## config.mk

```make
export PLATFORM = sky130hd
export DESIGN_NAME = pc_sequencer_flat
export DESIGN_NICKNAME = d
export VERILOG_FILES = /design/src/rtl/rv_ctrl_pkg.sv /design/src/rtl/pc_sequencer_if.sv /design/src/rtl/branch_cond.sv /design/src/rtl/pc_sequencer.sv /design/src/flat_wrapper.sv
export SDC_FILE = /design/constraint.sdc
export NUM_CORES = 1
export LEC_CHECK = 0
export CORE_ASPECT_RATIO = 1.75
export CORE_MARGIN = 5
export CORE_UTILIZATION = 45
export CTS_BUF_LIST = sky130_fd_sc_hd__clkbuf_16
export DETAILED_ROUTE_END_ITERATION = 8
export PLACE_DENSITY = 0.93
export SYNTH_ARGS = -nofsm -noshare
export SYNTH_HDL_FRONTEND = slang
export SYNTH_SLANG_ARGS = --single-unit
```

## constraint.sdc

```tcl
create_clock -name clock -period 4.3 [get_ports clock]
set_input_delay 1.075 -clock clock [delete_from_list [all_inputs] [get_ports clock]]
set_output_delay 1.075 -clock clock [all_outputs]
set_load 0.01 [all_outputs]
```

## src/rtl/rv_ctrl_pkg.sv

```systemverilog
// Shared controller definitions: branch funct3 codes, sequencer states
// and the base opcodes the decode logic and pc_sequencer agree on.
package rv_ctrl_pkg;

   localparam logic [2:0] BEQ  = 3'b000;
   localparam logic [2:0] BNE  = 3'b001;
   localparam logic [2:0] BLT  = 3'b100;
   localparam logic [2:0] BGE  = 3'b101;
   localparam logic [2:0] BLTU = 3'b110;
   localparam logic [2:0] BGEU = 3'b111;

   typedef enum logic {RUN, HANDLER} seq_state_t;

   localparam logic [6:0] OP_LOAD   = 7'b0000011;
   localparam logic [6:0] OP_OPIMM  = 7'b0010011;
   localparam logic [6:0] OP_STORE  = 7'b0100011;
   localparam logic [6:0] OP_OP     = 7'b0110011;
   localparam logic [6:0] OP_LUI    = 7'b0110111;
   localparam logic [6:0] OP_BRANCH = 7'b1100011;
   localparam logic [6:0] OP_JALR   = 7'b1100111;
   localparam logic [6:0] OP_JAL    = 7'b1101111;
   localparam logic [6:0] OP_SYSTEM = 7'b1110011;

endpackage

```

## src/rtl/pc_sequencer_if.sv

```systemverilog
// Controller <-> pc_sequencer bundle.
// master: decode side (drives control/flags, reads pc/link/trap state).
// slave : pc_sequencer.
interface pc_sequencer_if #(
   parameter int NBITS = 8
);

   logic             busy;
   logic             interrupt;
   logic             Branch;
   logic [2:0]       funct3;
   logic             Zero;
   logic             Neg;
   logic             Carry;
   logic             ju;
   logic             jr;
   logic             tret;
   logic [NBITS-1:0] IMM;
   logic [NBITS-1:0] PCReg;
   logic [NBITS-1:0] pc;
   logic [NBITS-1:0] pc_;
   logic [NBITS-1:0] pclink;
   logic             link;
   logic [NBITS-1:0] sepc;
   logic             in_handler;
   logic             pending;

   modport master (
      output busy, interrupt, Branch, funct3,
      output Zero, Neg, Carry, ju, jr, tret,
      output IMM, PCReg,
      input  pc, pc_, pclink, link, sepc,
      input  in_handler, pending
   );

   modport slave (
      input  busy, interrupt, Branch, funct3,
      input  Zero, Neg, Carry, ju, jr, tret,
      input  IMM, PCReg,
      output pc, pc_, pclink, link, sepc,
      output in_handler, pending
   );

endinterface

```

## src/rtl/branch_cond.sv

```systemverilog
// Branch condition evaluator from ALU flags.
// Ports: funct3, Zero, Neg, Carry (1 = no borrow) in; taken out.
module branch_cond
   import rv_ctrl_pkg::*;
(
   input  logic [2:0] funct3,
   input  logic       Zero,
   input  logic       Neg,
   input  logic       Carry,
   output logic       taken
);

   always_comb begin
      taken = 1'b0;
      unique case (funct3)
         BEQ:     taken = Zero;
         BNE:     taken = ~Zero;
         BLT:     taken = Neg;
         BGE:     taken = ~Neg;
         BLTU:    taken = ~Carry;
         BGEU:    taken = Carry;
         default: taken = 1'b0;
      endcase
   end

endmodule

```

## src/rtl/pc_sequencer.sv

```systemverilog
// Next-PC selection and single-level trap sequencer.
// Ports: clock, reset (sync, active high); bus = pc_sequencer_if.slave.
module pc_sequencer
   import rv_ctrl_pkg::*;
#(
   parameter int          NBITS    = 8,
   parameter logic [31:0] RESET_PC = 32'h0,
   parameter logic [31:0] IVEC     = 32'h40,
   parameter int          ISTEP    = 4,
   parameter int          IRQ_EDGE = 0
) (
   input logic           clock,
   input logic           reset,
   pc_sequencer_if.slave bus
);

   localparam logic [NBITS-1:0] PC_RST = NBITS'(RESET_PC);
   localparam logic [NBITS-1:0] VEC    = NBITS'(IVEC);
   localparam logic [NBITS-1:0] STEP   = NBITS'(ISTEP);
   localparam logic [NBITS-1:0] BIT0   = NBITS'(1);

   seq_state_t       state;
   seq_state_t       state_n;
   logic [NBITS-1:0] pc;
   logic [NBITS-1:0] pc_n;
   logic [NBITS-1:0] sepc;
   logic [NBITS-1:0] pc_plus;
   logic [NBITS-1:0] pc_branch;
   logic [NBITS-1:0] pc_jump;
   logic [NBITS-1:0] ppc;
   logic             cond;
   logic             taken;
   logic             irq_q;
   logic             rise;
   logic             irq_req;
   logic             pending;
   logic             trap;
   logic             link;

   branch_cond u_cond (
      .funct3 (bus.funct3),
      .Zero   (bus.Zero),
      .Neg    (bus.Neg),
      .Carry  (bus.Carry),
      .taken  (cond)
   );

   // IMM is already NBITS wide, so a plain modular add is the
   // sign-extended offset add.
   assign pc_plus   = pc + STEP;
   assign pc_branch = pc + bus.IMM;
   assign pc_jump   = (bus.PCReg + bus.IMM) & ~BIT0;
   assign taken     = bus.Branch & cond;

   always_comb begin
      ppc = pc_plus;
      if (bus.jr)
         ppc = pc_jump;
      else if (bus.ju || taken)
         ppc = pc_branch;
   end

   assign rise    = bus.interrupt & ~irq_q;
   assign irq_req = (IRQ_EDGE != 0) ? (pending | rise)
                                    : bus.interrupt;

   // Return is checked before entry, so a request arriving with tret
   // is taken only after the instruction at sepc has executed.
   always_comb begin
      pc_n    = ppc;
      state_n = state;
      trap    = 1'b0;
      if (reset) begin
         pc_n    = PC_RST;
         state_n = RUN;
      end else if (bus.busy) begin
         pc_n = pc;
      end else if (state == HANDLER && bus.tret) begin
         pc_n    = sepc;
         state_n = RUN;
      end else if (state == RUN && irq_req) begin
         pc_n    = VEC;
         state_n = HANDLER;
         trap    = 1'b1;
      end
   end

   always_ff @(posedge clock) begin
      if (reset)
         state <= RUN;
      else
         state <= state_n;
   end

   always_ff @(posedge clock) begin
      if (reset) begin
         pc      <= PC_RST;
         sepc    <= '0;
         pending <= 1'b0;
         irq_q   <= 1'b0;
      end else begin
         pc    <= pc_n;
         irq_q <= bus.interrupt;
         if (trap)
            sepc <= ppc;
         if (IRQ_EDGE == 0)
            pending <= 1'b0;
         else if (trap)
            pending <= 1'b0;
         else if (rise)
            pending <= 1'b1;
      end
   end

   assign link = (bus.ju | bus.jr) & ~bus.busy & ~reset;

   assign bus.pc         = pc;
   assign bus.pc_        = pc_n;
   assign bus.link       = link;
   assign bus.pclink     = link ? pc_plus : '0;
   assign bus.sepc       = sepc;
   assign bus.in_handler = (state == HANDLER);
   assign bus.pending    = pending;

endmodule

```

## src/flat_wrapper.sv

```systemverilog
// flat-port wrapper written by rule: the top's interface ports become plain ports
module pc_sequencer_flat import rv_ctrl_pkg::*;
#(
   parameter int          NBITS    = 8,
   parameter logic [31:0] RESET_PC = 32'h0,
   parameter logic [31:0] IVEC     = 32'h40,
   parameter int          ISTEP    = 4,
   parameter int          IRQ_EDGE = 0
)
  (clock, reset, bus_busy, bus_interrupt, bus_Branch, bus_funct3, bus_Zero, bus_Neg, bus_Carry, bus_ju, bus_jr, bus_tret, bus_IMM, bus_PCReg, bus_pc, bus_pc_, bus_pclink, bus_link, bus_sepc, bus_in_handler, bus_pending);
  pc_sequencer_if #(.NBITS(NBITS)) bus_i ();
  input logic clock;
  input logic reset;
  input wire logic [$bits(bus_i.busy)-1:0] bus_busy;
  input wire logic [$bits(bus_i.interrupt)-1:0] bus_interrupt;
  input wire logic [$bits(bus_i.Branch)-1:0] bus_Branch;
  input wire logic [$bits(bus_i.funct3)-1:0] bus_funct3;
  input wire logic [$bits(bus_i.Zero)-1:0] bus_Zero;
  input wire logic [$bits(bus_i.Neg)-1:0] bus_Neg;
  input wire logic [$bits(bus_i.Carry)-1:0] bus_Carry;
  input wire logic [$bits(bus_i.ju)-1:0] bus_ju;
  input wire logic [$bits(bus_i.jr)-1:0] bus_jr;
  input wire logic [$bits(bus_i.tret)-1:0] bus_tret;
  input wire logic [$bits(bus_i.IMM)-1:0] bus_IMM;
  input wire logic [$bits(bus_i.PCReg)-1:0] bus_PCReg;
  output wire logic [$bits(bus_i.pc)-1:0] bus_pc;
  output wire logic [$bits(bus_i.pc_)-1:0] bus_pc_;
  output wire logic [$bits(bus_i.pclink)-1:0] bus_pclink;
  output wire logic [$bits(bus_i.link)-1:0] bus_link;
  output wire logic [$bits(bus_i.sepc)-1:0] bus_sepc;
  output wire logic [$bits(bus_i.in_handler)-1:0] bus_in_handler;
  output wire logic [$bits(bus_i.pending)-1:0] bus_pending;
  assign bus_i.busy = bus_busy;
  assign bus_i.interrupt = bus_interrupt;
  assign bus_i.Branch = bus_Branch;
  assign bus_i.funct3 = bus_funct3;
  assign bus_i.Zero = bus_Zero;
  assign bus_i.Neg = bus_Neg;
  assign bus_i.Carry = bus_Carry;
  assign bus_i.ju = bus_ju;
  assign bus_i.jr = bus_jr;
  assign bus_i.tret = bus_tret;
  assign bus_i.IMM = bus_IMM;
  assign bus_i.PCReg = bus_PCReg;
  assign bus_pc = bus_i.pc;
  assign bus_pc_ = bus_i.pc_;
  assign bus_pclink = bus_i.pclink;
  assign bus_link = bus_i.link;
  assign bus_sepc = bus_i.sepc;
  assign bus_in_handler = bus_i.in_handler;
  assign bus_pending = bus_i.pending;
  pc_sequencer #(.NBITS(NBITS), .RESET_PC(RESET_PC), .IVEC(IVEC), .ISTEP(ISTEP), .IRQ_EDGE(IRQ_EDGE)) u_core (.clock(clock), .reset(reset), .bus(bus_i));
endmodule
```

# Yosys cells after proc, flatten, opt, wreduce, memory -nomap -nowiden
# Index checks and enable logic that the tools add are counted.
# W data, S select, Z words.
[classes]
addsub = 3
n_eq_ne = 5
mux = 14
bitwise_logic = 10
reduce_logical = 6
[ops]
columns = ["cell", "n"]
rows = [
  ["$mux W8", 7],
  ["$add A8 B8 Y8", 2],
  ["$eq A3 B3 Y1 const B", 4],
  ["$add A8 B3 Y8 const B", 1],
  ["$mux W1", 6],
  ["$not A1 Y1", 6],
  ["$pmux W1 S6", 1],
  ["$and A1 B1 Y1", 3],
  ["$eq A3 B1 Y1 const B", 1],
  ["$logic_not A3 Y1", 1],
  ["$logic_and A1 B1 Y1", 2],
  ["$reduce_and A2 Y1", 1],
  ["$reduce_bool A2 Y1", 1],
  ["$logic_or A1 B1 Y1", 1],
  ["$or A1 B1 Y1", 1],
]
[word_totals]
reg_bits = 17
input_bits = 30
output_inout_bits = 35
wordCells = 41

# Longest topological paths before layout
[logic_depth]
depth_word = 10
ltp_mapped = 8
depth_no_buf = 8

# Hierarchy
# Synthesis repeated with hierarchy kept, for this count alone.
[hier_totals]
cells_unflattened = 219
area_unflattened_um2 = 1726.7
[by_module_without_submodules]
columns = ["mod", "instances", "cells_each", "area_each_um2", "seq_area_each_um2"]
rows = [
  ["pc_sequencer", 1, 212, 1665.3, 340.3],
  ["branch_cond", 1, 7, 61.3, 0.0],
]

# Least setup slack after synthesis
# OpenSTA, ideal clock, no wires.
[synth_path]
kind = "input-to-output"
start = "input port bus_IMM[0]"
end = "output port bus_pc_[6]"
t_arrival_ns = 2.703
t_required_ns = 3.225
setup_slack_ns = 0.522
cell_stages = 8
n_path_buf = 0
cell_sequence = "ha_1 fa_1 a211oi_1 o21bai_1 a21oi_1 xnor2_1 nand2_1 a31oi_1"
[synth_between]
elab_chain_cells = 7
word_cells_on_any_way = 8
classes_between = "2 x add/sub; 6 x mux"
[synth_lines]
columns = ["item", "line_no", "source"]
rows = [
  ["start: declaration", "flat_wrapper.sv:24", "input wire logic [$bits(bus_i.IMM)-1:0] bus_IMM;"],
  ["$add A8 B8 Y8", "pc_sequencer.sv:51", "assign pc_branch = pc + bus.IMM;"],
  ["$mux W8", "pc_sequencer.sv:59", "else if (bus.ju || taken)"],
  ["$mux W8 *", "pc_sequencer.sv:57", "if (bus.jr)"],
  ["$mux W8 *", "pc_sequencer.sv:81", "end else if (state == RUN && irq_req) begin"],
  ["$mux W8 *", "pc_sequencer.sv:78", "end else if (state == HANDLER && bus.tret) begin"],
  ["$mux W8 *", "pc_sequencer.sv:76", "end else if (bus.busy) begin"],
  ["$mux W8 *", "pc_sequencer.sv:73", "if (reset) begin"],
  ["end: declaration", "flat_wrapper.sv:27", "output wire logic [$bits(bus_i.pc_)-1:0] bus_pc_;"],
]
# Mark *: on every way between the ends. The rest lies on a longest branch, timed or not.

# Worst setup path in the final report
[layout_path]
start = "input port bus_Branch"
end = "output port bus_pc_[2]"
[layout_between]
elab_chain_cells = 8
[layout_lines]
columns = ["item", "line_no", "source"]
rows = [
  ["start: declaration", "flat_wrapper.sv:16", "input wire logic [$bits(bus_i.Branch)-1:0] bus_Branch;"],
  ["$and A1 B1 Y1", "pc_sequencer.sv:53", "assign taken = bus.Branch & cond;"],
  ["$logic_or A1 B1 Y1", "pc_sequencer.sv:59", ""],
  ["$mux W8", "pc_sequencer.sv:59", ""],
  ["$mux W8", "pc_sequencer.sv:57", ""],
  ["$mux W8", "pc_sequencer.sv:81", ""],
  ["$mux W8", "pc_sequencer.sv:78", ""],
  ["$mux W8", "pc_sequencer.sv:76", ""],
  ["$mux W8", "pc_sequencer.sv:73", ""],
]
# Every way passes these cells.

==> implementation parameters <==
Parameter                              Value

Run status
  Result of the run    completed

Floorplan
  Die Y    92.3 um
  Area of the placeable core    3830 um2
  DIE AREA    5260 um2
  Number of placed I/O pins    65
  Standard-cell rows    30
  Die Span X    57.0 um
  Initial Utilization    0.455

Clock network
  TritonCTS Buffers    3
  Clock Tree Root    sky130_fd_sc_hd__clkbuf_16
  Sink count of the clock tree    17
  CTS H-tree lvls    1
  Count of hold buffers inserted by post-cts repair    0
  Clock-pin slew reported for the worst setup and hold paths after clock tree synthesis    0.05 ns
  Max clock buf depth    2
  Clock network latency to the later pin of the worst-skew pair    0.25 ns
  CTS tree    yes

Worst hold path
  HP Class    register to register

Critical path
  CP max stage cell    sky130_fd_sc_hd__clkdlybuf4s50_1
  Reg-to-reg slack, setup    2.01 ns
  WS Path Type    input port to output pin
  Worst Setup EP    bus_pc_[2]
  CP Data Arrival Time    3.18 ns
  Critical Path Start Type    input port
  Timing startpoint of the critical path    bus_Branch
  Worst R2R Start    u_core.bus.pc[0]
  Ordered list of cells on the worst path    clkdlybuf4s50_1 -> or3b_4 -> mux2i_4 -> nor2_4 -> buf_4 -> buf_4 -> o211a_1 -> o21a_1 -> clkdlybuf4s15_1
  Required time at the worst-slack endpoint    3.22 ns
  Cell family contributing the most delay on the critical path    buffers and inverters
  Capture instance of the worst register-to-register path    u_core.bus.sepc[7]
  Buffers and inverters on the worst path    4
  Biggest fanout along the worst timing path    5
  Reg2reg path depth    10
  Worst path most repeated cell    sky130_fd_sc_hd__buf_4
  Kind of end point of the critical path    output pin
  Number of cells on the critical path    9
  Stage delay of the slowest cell on the critical path    0.48 ns

Detailed routing
  DRT antenna net count    0
  Vias per Instance    6.16
  Routed wire length per instance    18.9 um
  Initial detailed-routing violation count    93
  Initial DRT Pass Iterations    5
  Final wirelength    7140 um
  Routed via count    2322
  DRC viols    0

Placed design
  Dpl hpwl    5140 um
  Post-Place Cells    365
  Final estimated routing congestion in global placement    0.916
  Number of port buffers    63

STA
  Portion of the clock cycle consumed by the worst path in the final layout    0.989
  Slew at the pin closest to its max-slew limit    0.568 ns
  Highest clock frequency the design can meet    235 MHz
  Hold Fails Final Rpt    0
  Final setup violation count    0
  Setup total negative slack    0 ns
  Hold Slack    0.502 ns
  Clock skew    0.00442 ns
  Final critical-path required period    4.25 ns
  Final Slew Violations    0
  Setup repair after global routing missed its margin    true
  Worst slew slack as a fraction of its limit    0.618

Cells and area
  Number of inserted diodes    0
  Nets    376
  Multi-input logic area    1430 um2
  Growth of design area from synthesis to finish    68.4%
  Fraction of final layout cells sized beyond drive strength 1    0.274
  Layout fillers    256
  Fraction of the core area covered by cells at the end of the flow    0.766
  Post-Layout Cell Count    377
  Sequential standard cell area    340 um2

Synth
  Synthesized netlist cell count    222
  Share of synthesized area occupied by flip-flops and latches    0.196
  YS warnings    0
  Area share of the largest cell type after synthesis    0.196
  Number of unique standard cell types used by synthesis    54
  Most common flop cell mapped by yosys    sky130_fd_sc_hd__dfxtp_1
  Average instance area after synthesis    7.84 um2
  Net count after synthesis    268
  EDFF count, synth    0
  Cell area after technology mapping    1740 um2
  Synthesized flop and latch total    17
  Fraction of registers with async set/reset    0
  Most common cell in the netlist    sky130_fd_sc_hd__a21oi_1
  Top post-synthesis cells by area    sky130_fd_sc_hd__dfxtp_1, sky130_fd_sc_hd__ha_1, sky130_fd_sc_hd__a21oi_1
  Cell type with the highest aggregate area in the netlist    sky130_fd_sc_hd__dfxtp_1
  List of most frequent post-synthesis cells    sky130_fd_sc_hd__a21oi_1, sky130_fd_sc_hd__nor2_1, sky130_fd_sc_hd__dfxtp_1

Power and ir drop
  Switching portion of total power    0.346
  Proportion of power drawn by flip-flops and latches    0.255
  Switching component of the power    0.254 mW
  Part of the power in combinational logic    0.484
  Leak pwr    1.28 nW
  Maximum vdd drop    222 uV
  Relative contribution of the clock network to total power    0.260
  Power per standard cell area    250 nW/um2
  Internal power    0.479 mW

GRT
  Number of global-route vias before repair    2408
  All-Layer GR Usage    0.265
  First-pass GRT wire length    10900 um
  Antenna violations before repair    0
  Largest net degree at the start of global routing    12
  GR Overflow Total    0

Job
  Number of violations of the max-capacitance limit    0
-- cell usage in the layout (no fill, tap or decap), drive strengths merged, types with 3 or more instances in the layout --
cell,instances
a211oi,4
a31oi,5
nand2,16
clkbuf,4
o21a,3
buf,52
clkdlybuf4s50,49
and2,5
mux2i,3
nor2,20
a21oi,22
inv,11
ha,14
dlygate4sd2,5
clkdlybuf4s15,3
xnor2,10
a21o,8
o211ai,6
xor2,5
nand3,6
o21ai,13
a221oi,4
dfxtp,17
-- cells by family (layout without fill, tap and decap cells) --
group | count (synthesis) | in the layout | share of synthesized area
AO/OA/AOI/OAI | 86 | 86 | 0.348
XOR/XNOR | 15 | 15 | 0.0755
adder cells (fa/ha/maj) | 16 | 16 | 0.124
buffers and inverters | 20 | 127 | 0.0467
flip-flops | 17 | 17 | 0.196
multiplexers | 5 | 5 | 0.0345
other | 1 | 1 | 0.00215
AND/OR/NAND/NOR | 62 | 62 | 0.174
-- power by group through the flow --
stage	Sequential (mW)	Combinational [mW]	Clock, mW
after detailed placement	0.189	0.308	0
after global placement	0.188	0.297	0
final	0.187	0.355	0.191
after CTS	0.186	0.328	0.189
after global routing	0.187	0.379	0.194
after floorplan	0.191	0.152	0
-- worst register-to-register path, delay by kind of cell (launching register included) --
family	cells	cell delay (ns)
AO/OA/AOI/OAI	5	1.00
XOR/XNOR	1	0.16
adder cells (fa/ha/maj)	1	0.23
buffers and inverters	3	0.41
flip-flops	1	0.36
-- cell type report --
cell class              count  share of cell area
flip-flops and latches     17               0.116
clock buffers               3              0.0256
well taps                  48              0.0205
clock inverters             1             0.00171
multi-input cells         185               0.488
inverters                  11              0.0141
repair buffers            112               0.334
-- metal layers --
layer,wire (um),GRT usage,vias to the layer above
li1,-,-,1041
met2,3920,0.491,129
met1,2300,0.241,1110
met3,438,0.0437,42
met4,484,0.213,0
met5,0,0,-
-- how the worst min path moves through the flow --
stage	end	cells past startpoint	startpoint	slack (ns)
2_1_floorplan	u_core.bus.sepc[1]	2	u_core.bus.sepc[1]	0.49
3_3_place_gp	u_core.bus.sepc[1]	2	u_core.bus.sepc[1]	0.47
3_5_place_dp	u_core.bus.sepc[1]	2	u_core.bus.sepc[1]	0.48
4_1_cts	u_core.bus.sepc[1]	2	u_core.bus.sepc[1]	0.49
5_1_grt	u_core.bus.sepc[1]	2	u_core.bus.sepc[1]	0.53
6_report	u_core.bus.sepc[1]	2	u_core.bus.sepc[1]	0.50
-- flip-flops by register name, indices dropped and copies added, names as in the netlist --
register / cells
u_core.bus.in_handler: 1
u_core.bus.sepc: 8
u_core.bus.pc: 8
-- through the flow --
step | setup slack [ns] | cell area, um2 | power, mW
6_report | 0.0457 | 2930 | 0.733
5_1_grt | -0.0265 | 2930 | 0.761
3_5_place_dp | -0.680 | 2700 | 0.497
4_1_cts | 0.00291 | 2870 | 0.702
2_1_floorplan | 0.522 | 1740 | 0.343
3_3_place_gp | -0.576 | 2700 | 0.485
-- timing repair --
action,in CTS,in global routing
gates resized for setup,41,15
setup buffers,6,2
setup endpoints to repair,8,6
hold endpoints to repair,0,0
pin swaps,14,12
gates cloned,0,0
No activity file was read; power rests on OpenSTA's default activity.
